### config.mk
export PLATFORM = sky130hd
export DESIGN_NAME = lsu_bus_master_flat
export DESIGN_NICKNAME = d
export VERILOG_FILES = /design/src/rtl/lsu_bus_master_if.sv /design/src/rtl/lsu_bus_master.sv /design/src/flat_wrapper.sv
export SDC_FILE = /design/constraint.sdc
export NUM_CORES = 1
export LEC_CHECK = 0
export BUFFER_PORTS_ARGS = -buffer_cell sky130_fd_sc_hd__buf_4
export CAP_MARGIN = 30
export CORE_MARGIN = 2
export CORE_UTILIZATION = 45
export CTS_CLUSTER_SIZE = 30
export DETAILED_ROUTE_END_ITERATION = 16
export GPL_ROUTABILITY_DRIVEN = 0
export PLACE_DENSITY = 0.72
export SLEW_MARGIN = 0
export SYNTH_ARGS = -nofsm -noshare
export SYNTH_HDL_FRONTEND = slang
export SYNTH_SLANG_ARGS = --single-unit
### constraint.sdc
create_clock -name clk -period 2.5 [get_ports clk]
set_input_delay 0 -clock clk [delete_from_list [all_inputs] [get_ports clk]]
set_output_delay 0 -clock clk [all_outputs]
set_load 0.02 [all_outputs]
### src/rtl/lsu_bus_master_if.sv
// lsu_bus_master_if: core load/store request/response channel plus the
// word-wide memory bus. The master modport is the LSU's view; the slave
// modport is the surrounding core + memory.
interface lsu_bus_master_if;
  logic        req_valid_i;
  logic        req_ready_o;
  logic        req_we_i;
  logic [1:0]  req_size_i;
  logic        req_unsigned_i;
  logic [31:0] req_addr_i;
  logic [31:0] req_wdata_i;
  logic        resp_valid_o;
  logic [31:0] resp_rdata_o;
  logic        resp_err_o;
  logic        mem_rd_en_o;
  logic        mem_wr_en_o;
  logic [31:0] mem_addr_o;
  logic [31:0] mem_wdata_o;
  logic [31:0] mem_rdata_i;
  logic        mem_ack_i;

  modport master (
    input  req_valid_i, req_we_i, req_size_i, req_unsigned_i, req_addr_i,
           req_wdata_i, mem_rdata_i, mem_ack_i,
    output req_ready_o, resp_valid_o, resp_rdata_o, resp_err_o,
           mem_rd_en_o, mem_wr_en_o, mem_addr_o, mem_wdata_o
  );

  modport slave (
    output req_valid_i, req_we_i, req_size_i, req_unsigned_i, req_addr_i,
           req_wdata_i, mem_rdata_i, mem_ack_i,
    input  req_ready_o, resp_valid_o, resp_rdata_o, resp_err_o,
           mem_rd_en_o, mem_wr_en_o, mem_addr_o, mem_wdata_o
  );
endinterface

### src/rtl/lsu_bus_master.sv
// lsu_bus_master: byte/half/word load-store initiator on a word-only bus.
// Loads extract and sign/zero-extend the addressed lane; sub-word stores do
// a read-modify-write of the containing word.
// Optional build macro LSU_TIMEOUT_EN: abort a bus cycle that sees no ack
// for TIMEOUT_CYCLES cycles and report it as an error response.
module lsu_bus_master #(
  parameter int unsigned TIMEOUT_CYCLES = 16
) (
  input  logic             clk,
  input  logic             rst_n,
  lsu_bus_master_if.master bus
);

  typedef enum logic [1:0] {S_IDLE, S_READ, S_WRITE, S_RESP} state_t;

  state_t      state_q, state_d;
  logic        we_q, uns_q;
  logic [1:0]  size_q, off_q;
  logic [31:0] wdata_q, addr_q, mem_wdata_q, resp_rdata_q;
  logic        resp_err_q;
  logic        accept, misaligned, is_word_req, timeout;
  logic [31:0] lane_word, load_data, lane_mask, store_lanes, merged;

  assign accept      = bus.req_valid_i && (state_q == S_IDLE);
  assign is_word_req = bus.req_size_i[1];
  assign misaligned  = is_word_req ? (bus.req_addr_i[1:0] != 2'b00)
                                   : ((bus.req_size_i == 2'd1) && bus.req_addr_i[0]);

  // Load path: move the addressed lane to bit 0, then extend it.
  always_comb begin
    lane_word = bus.mem_rdata_i >> {off_q, 3'b000};
    load_data = lane_word;
    case (size_q)
      2'd0:    load_data = uns_q ? {24'h0, lane_word[7:0]}
                                 : {{24{lane_word[7]}}, lane_word[7:0]};
      2'd1:    load_data = uns_q ? {16'h0, lane_word[15:0]}
                                 : {{16{lane_word[15]}}, lane_word[15:0]};
      default: load_data = lane_word;
    endcase
  end

  // Store path: overlay the addressed lane of the store data onto the read word.
  always_comb begin
    lane_mask   = ((size_q == 2'd0) ? 32'h0000_00FF : 32'h0000_FFFF) << {off_q, 3'b000};
    store_lanes = wdata_q << {off_q, 3'b000};
    merged      = (bus.mem_rdata_i & ~lane_mask) | (store_lanes & lane_mask);
  end

`ifdef LSU_TIMEOUT_EN
  localparam int unsigned CNT_W = $clog2(TIMEOUT_CYCLES + 1);
  logic [CNT_W-1:0] wait_cnt_q;
  logic             in_bus_cycle;

  assign in_bus_cycle = (state_q == S_READ) || (state_q == S_WRITE);
  assign timeout      = in_bus_cycle && !bus.mem_ack_i &&
                        (wait_cnt_q == CNT_W'(TIMEOUT_CYCLES - 1));

  // Count ack-less cycles of the current bus cycle; restart on every state change.
  always_ff @(posedge clk or negedge rst_n) begin
    if (!rst_n)                               wait_cnt_q <= '0;
    else if (state_d != state_q)              wait_cnt_q <= '0;
    else if (in_bus_cycle && !bus.mem_ack_i)  wait_cnt_q <= wait_cnt_q + CNT_W'(1);
  end
`else
  logic unused_timeout_cfg;
  assign timeout            = 1'b0;
  assign unused_timeout_cfg = ^TIMEOUT_CYCLES;
`endif

  // State register.
  always_ff @(posedge clk or negedge rst_n) begin
    if (!rst_n) state_q <= S_IDLE;
    else        state_q <= state_d;
  end

  // Next-state: word stores skip the read; sub-word stores read then write.
  always_comb begin
    state_d = state_q;
    case (state_q)
      S_IDLE: begin
        if (accept) begin
          if (misaligned)                         state_d = S_RESP;
          else if (bus.req_we_i && is_word_req)   state_d = S_WRITE;
          else                                    state_d = S_READ;
        end
      end
      S_READ: begin
        if (bus.mem_ack_i) state_d = we_q ? S_WRITE : S_RESP;
        else if (timeout)  state_d = S_RESP;
      end
      S_WRITE: begin
        if (bus.mem_ack_i || timeout) state_d = S_RESP;
      end
      default: state_d = S_IDLE;
    endcase
  end

  // Request latch, bus address/data and registered response payload.
  always_ff @(posedge clk or negedge rst_n) begin
    if (!rst_n) begin
      we_q         <= 1'b0;
      uns_q        <= 1'b0;
      size_q       <= '0;
      off_q        <= '0;
      wdata_q      <= '0;
      addr_q       <= '0;
      mem_wdata_q  <= '0;
      resp_rdata_q <= '0;
      resp_err_q   <= 1'b0;
    end else begin
      case (state_q)
        S_IDLE: begin
          if (accept) begin
            we_q    <= bus.req_we_i;
            size_q  <= bus.req_size_i;
            uns_q   <= bus.req_unsigned_i;
            off_q   <= bus.req_addr_i[1:0];
            wdata_q <= bus.req_wdata_i;
            addr_q  <= {bus.req_addr_i[31:2], 2'b00};
            if (misaligned) begin
              resp_rdata_q <= '0;
              resp_err_q   <= 1'b1;
            end else if (bus.req_we_i && is_word_req) begin
              mem_wdata_q <= bus.req_wdata_i;
            end
          end
        end
        S_READ: begin
          if (bus.mem_ack_i) begin
            if (we_q) begin
              mem_wdata_q <= merged;
            end else begin
              resp_rdata_q <= load_data;
              resp_err_q   <= 1'b0;
            end
          end else if (timeout) begin
            resp_rdata_q <= '0;
            resp_err_q   <= 1'b1;
          end
        end
        S_WRITE: begin
          if (bus.mem_ack_i) begin
            resp_rdata_q <= '0;
            resp_err_q   <= 1'b0;
          end else if (timeout) begin
            resp_rdata_q <= '0;
            resp_err_q   <= 1'b1;
          end
        end
        default: ;
      endcase
    end
  end

  assign bus.req_ready_o  = (state_q == S_IDLE);
  assign bus.resp_valid_o = (state_q == S_RESP);
  assign bus.resp_rdata_o = resp_rdata_q;
  assign bus.resp_err_o   = resp_err_q;
  assign bus.mem_rd_en_o  = (state_q == S_READ);
  assign bus.mem_wr_en_o  = (state_q == S_WRITE);
  assign bus.mem_addr_o   = addr_q;
  assign bus.mem_wdata_o  = mem_wdata_q;

endmodule

### src/flat_wrapper.sv
// flat-port wrapper written by rule: the top's interface ports become plain ports
module lsu_bus_master_flat 
#(
  parameter int unsigned TIMEOUT_CYCLES = 16
)
  (clk, rst_n, bus_req_valid_i, bus_req_we_i, bus_req_size_i, bus_req_unsigned_i, bus_req_addr_i, bus_req_wdata_i, bus_mem_rdata_i, bus_mem_ack_i, bus_req_ready_o, bus_resp_valid_o, bus_resp_rdata_o, bus_resp_err_o, bus_mem_rd_en_o, bus_mem_wr_en_o, bus_mem_addr_o, bus_mem_wdata_o);
  lsu_bus_master_if bus_i ();
  input  logic clk;
  input  logic rst_n;
  input wire logic [$bits(bus_i.req_valid_i)-1:0] bus_req_valid_i;
  input wire logic [$bits(bus_i.req_we_i)-1:0] bus_req_we_i;
  input wire logic [$bits(bus_i.req_size_i)-1:0] bus_req_size_i;
  input wire logic [$bits(bus_i.req_unsigned_i)-1:0] bus_req_unsigned_i;
  input wire logic [$bits(bus_i.req_addr_i)-1:0] bus_req_addr_i;
  input wire logic [$bits(bus_i.req_wdata_i)-1:0] bus_req_wdata_i;
  input wire logic [$bits(bus_i.mem_rdata_i)-1:0] bus_mem_rdata_i;
  input wire logic [$bits(bus_i.mem_ack_i)-1:0] bus_mem_ack_i;
  output wire logic [$bits(bus_i.req_ready_o)-1:0] bus_req_ready_o;
  output wire logic [$bits(bus_i.resp_valid_o)-1:0] bus_resp_valid_o;
  output wire logic [$bits(bus_i.resp_rdata_o)-1:0] bus_resp_rdata_o;
  output wire logic [$bits(bus_i.resp_err_o)-1:0] bus_resp_err_o;
  output wire logic [$bits(bus_i.mem_rd_en_o)-1:0] bus_mem_rd_en_o;
  output wire logic [$bits(bus_i.mem_wr_en_o)-1:0] bus_mem_wr_en_o;
  output wire logic [$bits(bus_i.mem_addr_o)-1:0] bus_mem_addr_o;
  output wire logic [$bits(bus_i.mem_wdata_o)-1:0] bus_mem_wdata_o;
  assign bus_i.req_valid_i = bus_req_valid_i;
  assign bus_i.req_we_i = bus_req_we_i;
  assign bus_i.req_size_i = bus_req_size_i;
  assign bus_i.req_unsigned_i = bus_req_unsigned_i;
  assign bus_i.req_addr_i = bus_req_addr_i;
  assign bus_i.req_wdata_i = bus_req_wdata_i;
  assign bus_i.mem_rdata_i = bus_mem_rdata_i;
  assign bus_i.mem_ack_i = bus_mem_ack_i;
  assign bus_req_ready_o = bus_i.req_ready_o;
  assign bus_resp_valid_o = bus_i.resp_valid_o;
  assign bus_resp_rdata_o = bus_i.resp_rdata_o;
  assign bus_resp_err_o = bus_i.resp_err_o;
  assign bus_mem_rd_en_o = bus_i.mem_rd_en_o;
  assign bus_mem_wr_en_o = bus_i.mem_wr_en_o;
  assign bus_mem_addr_o = bus_i.mem_addr_o;
  assign bus_mem_wdata_o = bus_i.mem_wdata_o;
  lsu_bus_master #(.TIMEOUT_CYCLES(TIMEOUT_CYCLES)) u_core (.clk(clk), .rst_n(rst_n), .bus(bus_i));
endmodule
### Word level (Yosys, flattened, before mapping)

Index checks and enable logic that the tools add are counted.

* equality and inequality tests: 13
* shift-type cells: 3
* bitwise logic cells: 4
* mux-type cells: 30
* reduce and logical (&&, ||, !) cells: 12

Operators with widths (number)
* $mux W32: 12
* $pmux W32 S2: 2
* $pmux W32 S3: 1
* $and A32 B32 Y32: 2
* $shl A32 B5 Y32: 2
* $not A32 Y32: 1
* $or A32 B32 Y32: 1
* $shr A32 B5 Y32: 1
* $mux W16: 1
* $reduce_and A6 Y1: 2
* $mux W2: 5
* $ne A2 B1 Y1 const B: 4
* $ne A2 B2 Y1 const B: 4
* $mux W1: 7
* $eq A2 B1 Y1 const B: 3
* $pmux W2 S3: 1
* $eq A2 B2 Y1 const B: 2
* $logic_not A2 Y1: 2
* $reduce_bool A2 Y1: 2
* $logic_and A1 B1 Y1: 3
* $pmux W1 S3: 1
* $reduce_and A3 Y1: 1
* $reduce_bool A3 Y1: 1
* $reduce_and A2 Y1: 1

* register bits: 135
* output and inout bits: 101
* word-level logic and storage cells: 72

### Longest topological paths before layout

Gate-level depths: netlist of the first run.

* word-level depth: 9
* gate-level depth with buffers: 8

### Least setup slack after synthesis of the first run

Ideal clock, no wire load.

* kind: register to register
* start point: register u_core.state_q[0]
* end point: register u_core.resp_rdata_q[7] (netlist: u_core.bus.resp_rdata_o[7])
* required time: 2379 ps
* stages on the path, launching flop included: 8
* data arrival time: 1807 ps
* setup time: 121 ps
* buffers on the path: 1
* path slack: 572 ps
* cell sequence: dfrtp_1 > inv_1 > ha_1 > and2b_4 > nor3_2 > nand3_1 > buf_2 > a22o_1

* cells in the longest elaborated chain, start to end: 4

RTL lines
* start, declared: RTL line lsu_bus_master.sv:16 `state_t state_q, state_d;`
* start signal, assigned: RTL line lsu_bus_master.sv:73 `else state_q <= state_d;`
* $logic_not A2 Y1 *
* named net bus_req_ready_o: RTL line flat_wrapper.sv:18 `output wire logic [$bits(bus_i.req_ready_o)-1:0] bus_req_ready_o;`
* $logic_and A1 B1 Y1: RTL line lsu_bus_master.sv:24 `assign accept = bus.req_valid_i && (state_q == S_IDLE);`
* $ne A2 B1 Y1 (no line)
* $reduce_and A6 Y1 (no line)
* end signal, assigned: RTL line lsu_bus_master.sv:133 `resp_rdata_q <= load_data;`
* end, declared: RTL line lsu_bus_master.sv:19 `logic [31:0] wdata_q, addr_q, mem_wdata_q, resp_rdata_q;`

The timed path passes the listed nets; every way through them passes the cells marked *.
A chain may end at the register's enable or synchronous reset.

### Final worst setup path of the first run

* start point: register u_core.state_q[0]
* end point: register u_core.mem_wdata_q[1] (netlist: u_core.bus.mem_wdata_o[1])

* cells in the longest elaborated chain, start to end: 4

RTL lines
* $logic_not A2 Y1: RTL line lsu_bus_master.sv:24, lsu_bus_master.sv:111
* $logic_and A1 B1 Y1: RTL line lsu_bus_master.sv:24
* $ne A2 B1 Y1 (no line)
* $reduce_and A6 Y1 (no line)
* end signal, assigned: RTL line lsu_bus_master.sv:124 `mem_wdata_q <= bus.req_wdata_i;`
* end signal, assigned: RTL line lsu_bus_master.sv:131 `mem_wdata_q <= merged;`
* end, declared: RTL line lsu_bus_master.sv:19

Several ways; a longest one is shown, not always the timed one.

==> results of run 1 <==
## worst min-delay path, cell delays in order
cell     delay (ns)
buf_4          0.13
nand2_1        0.05
o21ai_0        0.09
a22o_1         0.13
## metrics by stage
stage               cell area [um2]  setup WS [ns]  util [%]  hold WS, ns  std cells
floorplan                      6210          0.572         -       -0.296        550
global placement               7830          0.463      58.7     -0.00985        896
detailed placement             7830          0.358      58.7      0.00561        896
CTS                            9250          0.345      69.3     0.000871       1013
global route                   9250          0.234      69.3      0.00932       1013
finish                         9250          0.367      69.3      0.00803       1013
## layer usage
metal | global-route usage (%) | wire length [um]
met2 | 46.8 | 9890
met3 | 8.32 | 1790
met5 | 0 | 0
met1 | 34.7 | 7980
met4 | 9.70 | 446
## layout make-up
cell class | count | area (um2) | area share [%]
clock inverter | 9 | 100 | 1.08
sequential | 119 | 2980 | 32.2
tap | 176 | 220 | 2.38
inverter | 7 | 26.3 | 0.284
clock buffer | 23 | 468 | 5.06
multi-input combinational | 378 | 2940 | 31.7
timing repair buffer | 301 | 2520 | 27.3
## where the power goes
group          total [uW]  internal [uW]  switching, uW  leakage, uW
combinational        6700           3040           3660      0.00251
clock                2360           1510            850     0.000277
sequential           3670           2870            797      0.00145
total               12700           7410           5310      0.00424
## cell usage after synthesis, drive strengths merged, types with 2 or more instances
cell,n
dfrtp,119
mux2,63
mux2i,41
buf,37
nand2,37
nor2,37
nand2b,25
a31oi,22
o211ai,21
a22o,19
a21oi,18
o2bb2ai,14
o21ai,13
o22ai,10
clkbuf,9
o221ai,8
a32o,7
o21a,7
inv,6
ha,5
nand3,4
nor2b,4
nor3,2
nor3b,2
o21bai,2
o31ai,2
or2,2
## logic make-up (layout without fill, tap and decap cells)
kind of cell	after synthesis	count (layout)	synth area share [%]
AOI/OAI and AO/OA	150	150	18.0
adders and majority gates	5	5	1.01
buffers and inverters	53	340	5.08
DFF	119	119	48.0
muxes	105	105	18.5
other	1	2	0.0604
and+or+nand+nor	116	116	9.49
## timing repair
| action | CTS | global route |
|---|---|---|
| hold buffers | 85 | 0 |
| setup endpoints to repair | 0 | 0 |
| endpoints found under the hold margin | 175 | 0 |
| buffers inserted | 0 | 0 |
## final timing paths
| check | end | slack, ns |
|---|---|---|
| min in group asynchronous | u_core.bus.resp_rdata_o[26] | 0.09 |
| hold / removal | u_core.bus.resp_rdata_o[31] | 0.008 |
| setup reg to reg | u_core.bus.mem_wdata_o[1] | 0.37 |
| hold reg to reg | u_core.bus.resp_rdata_o[12] | 0.50 |
| setup / recovery | u_core.bus.mem_wdata_o[1] | 0.37 |
| max in group asynchronous | u_core.bus.mem_addr_o[4] | 1.59 |
## flip-flops by register name, indices dropped and copies added (netlist names)
name                     count
u_core.wdata_q              16
u_core.bus.mem_wdata_o      32
u_core.bus.mem_addr_o       30
u_core.bus.resp_rdata_o     32
u_core.we_q                  1
u_core.uns_q                 1
u_core.bus.resp_err_o        1
u_core.size_q                2
u_core.off_q                 2
u_core.state_q               2
==> results.cfg, run 1 <==
[worst_setup_path]
slowest_delay_ns = 0.43
crit_path_start = u_core.state_q[0]
critPathTopFamily = flip-flops
cp-start-kind = flop
worst_path_max_delay_cell = dfrtp_1
r2r-start = u_core.state_q[0]
cp_max_fo = 56
arrival_ns = 2.44
critical_path_required_ns = 2.81
setup.worst_path.end_class = flop
cp_num_cells = 6
path_buf_inv = 2
reg2reg_depth = 6
path_class = reg -> reg
path_cells = inv_1, ha_1, nand2b_1, a221oi_4, buf_12, mux2_2

[outcome]
status = completed

[clocking]
clk-insertion-delay-late_ns = 0.42
cts_resized = 0
cts.sinks = 119
clockBufferDepth = 2
h-tree-depth = 4
tritoncts = built
cts_buffers = 17
clk_pin_slew_worst_paths_ns = 0.05
cts_root_buf = clkbuf_16

[floorplanning]
num_io_pins = 205
fp.dieArea_um2 = 14800
die_h_um = 121
row_count = 42
die_w_um = 121
coreArea_um2 = 13300
initial_core_util_pct = 46.5

[detailed_routing]
drcViolationCount = 0
drtPass1Iterations = 5
ant_nets = 0
wl_per_cell_um = 19.8
routed_wl_mm = 20.1
drt_iter0_markers = 470
detail_route.vias_per_cell = 5.56
via_count = 5629

[synthesis]
seq_area_frac_synth_pct = 48.0
synth_seq_cells = 119
synth_top_area_cell = dfrtp_1
synth_cell_type_count = 52
synth_edf_count = 0
synth_area_um2 = 6210
syn_avg_cell_area_um2 = 11.3
yosys_warnings = 0
synth_top_cell_area_share_pct = 48.0
synth_area_leaders = dfrtp_1, mux2_2, mux2i_1
synthArstFlopShare_pct = 100
ys.flop_type = dfrtp_1
syn_inst = 549

[placed_design]
io_buffers = 202
hpwl_mm = 13.9

[sta]
report.final.setup_viol = 0
period_needed_ns = 2.13
slew_headroom_pct = 61.8
final.period_utilization_pct = 85.3
slew_violations = 0
hold_violations = 0
fin_setup_tns_ns = 0
worst_pin_slew_ns = 0.572
skew_ns = 0.00709
rsz0062_at_grt = no
max_freq_mhz = 469

[finish]
flow.area_growth_from_synthesis_pct = 49.0
fin_nets = 933
final_cell_mix = buf_4, dfrtp_1, dlygate4sd3_1, mux2_2, mux2i_1
fill_cells = 1003
final_common_cell = buf_4
diodes = 0
drive_gt1_share_pct = 38.6

[global_route]
grt_overflow = 0
grt_max_degree = 65
grt_pass1_vias = 5833
grt_pass1_wl_mm = 31.3
antenna_found_initial = 0
grt_usage_pct = 28.1

[pwr]
ir_drop_uv = 732
leakage_uw = 0.00424
p_total_uw = 12700
p_per_area_nw_per_um2 = 1380

[job]
max_cap_viol_count = 0

[min_path]
holdCritPathClass = in -> reg
hold_depth = 4
min-delay-start = bus_mem_rdata_i[31]
No activity file was read; power rests on OpenSTA's default activity.
==> run 2: changes to the inputs <==
--- a/config.mk
+++ b/config.mk
@@ -5,6 +5,7 @@
 export SDC_FILE = /design/constraint.sdc
 export NUM_CORES = 1
 export LEC_CHECK = 0
+export ABC_AREA = 1
 export BUFFER_PORTS_ARGS = -buffer_cell sky130_fd_sc_hd__buf_4
 export CAP_MARGIN = 30
 export CORE_MARGIN = 2
@@ -12,7 +13,7 @@
 export CTS_CLUSTER_SIZE = 30
 export DETAILED_ROUTE_END_ITERATION = 16
 export GPL_ROUTABILITY_DRIVEN = 0
-export PLACE_DENSITY = 0.72
+export PLACE_DENSITY = 0.71
 export SLEW_MARGIN = 0
 export SYNTH_ARGS = -nofsm -noshare
 export SYNTH_HDL_FRONTEND = slang
==> run 2 against run 1 <==
- routed wire length grew 8.0%
- combinational power is essentially flat
- design area grew 5.0%
- synthesized cell count grew 61%
- critical path type unchanged
- non-clock buffer count shrank 10
==> results.cfg, run 2 <==
[outcome]
status = completed

[pwr]
p_sw_share_pct = 44.8
power.switching_uw = 5680
p_total_uw = 12700
p_per_area_nw_per_um2 = 1310
seqPwrFrac_pct = 28.4
p_int_uw = 6990
ir_drop_uv = 758
p_comb_share_pct = 52.9
clock_power_share_pct = 18.7
leakage_uw = 0.00514

[finish]
instances_no_fill = 1348
final_cell_mix = nand2_1, buf_4, dfrtp_1, nor2_1, inv_1
flow.area_growth_from_synthesis_pct = 43.6
drive_gt1_share_pct = 25.7
final_common_cell = nand2_1
fin_nets = 1259
fin_util_pct = 66.6

[clocking]
tritoncts = built
clockBufferDepth = 2
h-tree-depth = 4
cts_root_buf = clkbuf_16
cts.sinks = 127
cts_buffers = 17
cts_resized = 0
clk-insertion-delay-late_ns = 0.43
clk_pin_slew_worst_paths_ns = 0.06

[worst_setup_path]
path_cells = inv_1, ha_2, o21ai_1, nor2_2, nand2_2, inv_2, nor2_1, a21oi_1
cp-start-kind = flop
path_buf_inv = 2
cp_max_fo = 32
r2r_slack_ns = 0.45
path_class = reg -> reg
slowest_delay_ns = 0.43
critical_path_required_ns = 2.84
r2r-start = u_core.state_q[1]
arrival_ns = 2.39
worst_path_max_delay_cell = ha_2
regToRegEndpoint = u_core.bus.mem_wdata_o[27]
setup.worst_path.end_class = flop
reg2reg_depth = 8
critPathTopFamily = buffers and inverters

[sta]
fin_setup_tns_ns = 0
slew_headroom_pct = 62.8
report.final.setup_viol = 0
rsz0062_at_grt = no
slew_violations = 0
hold_violations = 0
timing.hold.ws_ns = 0.00653
final.period_utilization_pct = 82.1
max_freq_mhz = 487
skew_ns = 0.0158
period_needed_ns = 2.05
worst_pin_slew_ns = 0.557

[synthesis]
seq_area_frac_synth_pct = 47.0
syn_inst = 886
synth_area_leaders = dfrtp_1, nand2_1, o21ai_0
yosys_warnings = 0
ys_top_cells_by_count = nand2_1, dfrtp_1, nor2_1
synth_edf_count = 0
synth-simple-area-share_pct = 25.1
synth_top_cell_area_share_pct = 47.0
synthArstFlopShare_pct = 100
syn_avg_cell_area_um2 = 7.64
synth_mux_area_share_pct = 5.33
synth_compound_area_share_pct = 12.1
synth_cell_type_count = 28
ys.flop_type = dfrtp_1
synth_area_um2 = 6770
synthAdderAreaFrac_pct = 0.925
synthXorXnorAreaFrac_pct = 0
synth.most_common_cell = nand2_1
synth_top_family_by_area = simple AND/OR/NAND/NOR gates
synth_top_area_cell = dfrtp_1
synth_seq_cells = 127

[detailed_routing]
drt_iter0_markers = 537
wl_per_cell_um = 16.1
detail_route.vias_per_cell = 5.12
ant_nets = 0
via_count = 6898
routed_wl_mm = 21.7
drtPass1Iterations = 6
drcViolationCount = 0

[placed_design]
hpwl_mm = 15.2
io_buffers = 202
place_inst = 1239

[floorplanning]
die_h_um = 127
num_io_pins = 205
fp.dieArea_um2 = 16000
row_count = 44
die_w_um = 127
coreArea_um2 = 14600
initial_core_util_pct = 46.4

[min_path]
min-delay-start = bus_mem_rdata_i[31]
hold_depth = 5
holdCritPathClass = in -> reg
min_to = u_core.bus.resp_rdata_o[31]

[global_route]
grt_overflow = 0
grt_usage_pct = 27.7
grt_pass1_wl_mm = 35.2
grt_max_degree = 51
grt_pass1_vias = 6975
antenna_found_initial = 0

[job]
max_cap_viol_count = 0
[run 2: cell type report]
type                            count  area (um2)
Multi-Input combinational cell    611        2950
Timing Repair Buffer              291        2400
Clock buffer                       27         513
Fill cell                        1206        4880
Tap cell                          184         230
Inverter                          102         385
Clock inverter                      5        52.6
Antenna cell                        1        2.50
Sequential cell                   127        3180
[run 2: power by group through the flow]
stage | sequential [uW] | combinational, uW | clock, uW
final | 3610 | 6700 | 2370
after global placement | 3590 | 6430 | 0
after floorplan | 4280 | 3630 | 0
after CTS | 3580 | 6660 | 2400
after global routing | 3720 | 7380 | 2490
after detailed placement | 3600 | 6540 | 0
[run 2: worst max path at each step]
stage,endpoint,cells past startpoint,slack [ns],startpoint
global placement,u_core.bus.mem_wdata_o[16],8,0.56,u_core.state_q[1]
detailed placement,u_core.bus.mem_wdata_o[27],8,0.46,u_core.state_q[1]
floorplan,u_core.bus.mem_wdata_o[21],7,0.79,u_core.state_q[1]
global route,u_core.bus.mem_wdata_o[27],8,0.20,u_core.state_q[1]
CTS,u_core.bus.mem_wdata_o[27],8,0.44,u_core.state_q[1]
finish,u_core.bus.mem_wdata_o[27],8,0.45,u_core.state_q[1]
[run 2: logic make-up (layout without fill, tap and decap cells)]
logic type,after synthesis,count (layout)
AOI/OAI and AO/OA,161,161
adders and majority gates,5,5
buffers and inverters,149,425
DFF,127,127
muxes,32,32
other,1,3
and+or+nand+nor,411,411
[run 2: layer usage]
layer / wire length [um] / up-vias / track usage, %
met4: 751 / 0 / 12.8
met3: 2090 / 67 / 8.69
met2: 9900 / 335 / 42.9
met1: 8980 / 3172 / 35.7
li1: - / 3324 / -
met5: 0 / - / 0
[run 2: stage by stage]
step | instance area (um2) | setup slack [ns]
global route | 9710 | 0.203
global placement | 8380 | 0.564
detailed placement | 8380 | 0.455
finish | 9710 | 0.448
CTS | 9710 | 0.444
floorplan | 6770 | 0.787
[run 2: timing repair]
action	in CTS	in global routing
buffers inserted	0	0
hold endpoints to repair	200	0
hold buffers	76	0
[run 2: worst min-delay path, delay by kind of cell]
kind | cells | cell delay (ns)
simple gates | 3 | 0.22
buf+inv | 1 | 0.11
compound gates | 1 | 0.06
==> run 3: changes to the inputs <==
--- a/config.mk
+++ b/config.mk
@@ -13,7 +13,7 @@
 export CTS_CLUSTER_SIZE = 30
 export DETAILED_ROUTE_END_ITERATION = 16
 export GPL_ROUTABILITY_DRIVEN = 0
-export PLACE_DENSITY = 0.71
+export PLACE_DENSITY = 0.74
 export SLEW_MARGIN = 0
 export SYNTH_ARGS = -nofsm -noshare
 export SYNTH_HDL_FRONTEND = slang
==> constraint.sdc (replaced) <==
create_clock -name clk -period 1.7 [get_ports clk]
set_input_delay 0 -clock clk [delete_from_list [all_inputs] [get_ports clk]]
set_output_delay 0 -clock clk [all_outputs]
set_load 0.02 [all_outputs]
==> run 3 against run 2 <==
- the run now ends with negative setup slack left
- maximum frequency grew 19%
- sequential cell count is the same
- critical endpoint is now u_core.bus.resp_rdata_o[6]
- critical path type unchanged
- largest power group unchanged
- die area is the same
==> results.cfg, run 3 (synthesized netlist as in run 2, its figures left out) <==
[worst_setup_path]
arrival_ns = 2.03
path_class = reg -> reg
cp-start-kind = flop
setup.worst_path.end_class = flop
cp_max_fo = 34
critical_path_required_ns = 2.00

[detailed_routing]
detail_route.vias_per_cell = 5.23
drt_iter0_markers = 647
wl_per_cell_um = 17.4
ant_nets = 0
via_count = 7234
drtPass1Iterations = 7
routed_wl_mm = 24.1
drcViolationCount = 0

[global_route]
grt_overflow = 0
antenna_found_initial = 0
grt_max_degree = 47
grt_usage_pct = 29.8
grt_pass1_wl_mm = 37.2
grt_pass1_vias = 7198

[placed_design]
place_ws_ns = -0.0320
io_buffers = 202
hpwl_mm = 16.2

[clocking]
cts_root_buf = clkbuf_16
h-tree-depth = 4
cts.sinks = 127
clockBufferDepth = 2
tritoncts = built
cts_buffers = 17
clk_pin_slew_worst_paths_ns = 0.05
clk-insertion-delay-late_ns = 0.43

[finish]
fill_cells = 1100
final_cell_mix = nand2_1, buf_4, dfrtp_1, inv_1, nor2_1
flow.area_growth_from_synthesis_pct = 53.0
fin_nets = 1293
final_common_cell = nand2_1
drive_gt1_share_pct = 29.7
fin_util_pct = 70.9

[floorplanning]
fp.dieArea_um2 = 16000
die_w_um = 127
initial_core_util_pct = 46.4
row_count = 44
die_h_um = 127
coreArea_um2 = 14600
num_io_pins = 205

[pwr]
ir_drop_uv = 1110
leakage_uw = 0.00541
p_per_area_nw_per_um2 = 1990
p_total_uw = 20600

[sta]
setup_slack_ns = -0.0284
period_needed_ns = 1.73
slew_violations = 0
fin_setup_tns_ns = -0.192
report.final.setup_viol = 23
skew_ns = 0.00712
timing.hold.ws_ns = 0.0150
max_freq_mhz = 579
rsz0062_at_grt = yes
final.period_utilization_pct = 102
hold_violations = 0

[outcome]
status = finished with violations
violations = negative setup slack

[job]
max_cap_viol_count = 0

[min_path]
holdCritPathClass = in -> reg
run 3: cell types whose count changed in the layout (fill, tap and decap cells not counted), moves of 3 or more:
cell,before,now
buf_4,213,224
nor2_1,98,88
buf_12,2,10
nor2_2,2,10
buf_6,0,6
nand2_1,248,242
dlygate4sd3_1,76,80
nand2_4,1,5
clkbuf_16,17,20
run 3: report_power, final:
group / total, uW / internal [uW] / switching (uW) / leakage, uW
combinational: 11500 / 4700 / 6830 / 0.00355
sequential: 5350 / 4410 / 933 / 0.00157
clock: 3740 / 2410 / 1330 / 0.000292
run 3: routing by layer:
layer	wire length, um	up-vias	track usage (%)
met5	0	-	0
met4	744	0	11.5
met3	2240	65	8.27
met2	11700	421	48.9
met1	9460	3349	37.5
li1	-	3399	-
run 3: worst paths after layout:
path | startpoint | to | slack (ns) | cells past startpoint
max | u_core.state_q[0] | u_core.bus.resp_rdata_o[6] | -0.03 | 10
min | bus_mem_rdata_i[22] | u_core.bus.resp_rdata_o[14] | 0.01 | 5
max reg2reg | u_core.state_q[0] | u_core.bus.resp_rdata_o[6] | -0.03 | 10
min reg2reg | u_core.bus.resp_rdata_o[30] | u_core.bus.resp_rdata_o[30] | 0.48 | 2
max in group asynchronous | rst_n | u_core.wdata_q[7] | 1.03 | 3
min in group asynchronous | rst_n | u_core.bus.mem_wdata_o[27] | 0.08 | 2
run 3: critical path, cell delays in order, from the launching register on:
cell and delay, ns:
dfrtp_1 0.40, buf_6 0.14, ha_4 0.20, nand2_4 0.09
nand3_4 0.09, nor2_4 0.14, buf_4 0.14, nand3_2 0.08
buf_12 0.18, nand2_1 0.07, o21ai_1 0.06
run 3: area by class of cell:
class	instances	area, um2	share of cell area (%)
Sequential cell	127	3180	30.7
Multi-Input combinational cell	611	3080	29.8
Timing Repair Buffer	324	2850	27.6
Clock buffer	26	489	4.73
Inverter	102	398	3.84
Tap cell	184	230	2.22
Clock inverter	6	105	1.02
Timing Repair inverter	1	7.51	0.0725
Antenna cell	1	2.50	0.0242
run 3: stage by stage:
stage	instance area, um2	std cells
CTS	10100	1375
global placement	8610	1256
global route	10300	1381
floorplan	6770	887
finish	10300	1382
detailed placement	8610	1256
run 3: timing repair:
item,4_1_cts,5_1_grt
resized for setup,5,45
endpoints found under the setup margin,55,79
pin swaps,1,11
setup buffers,6,2
hold buffers,80,0
hold endpoints to repair,222,0
gates cloned,1,4
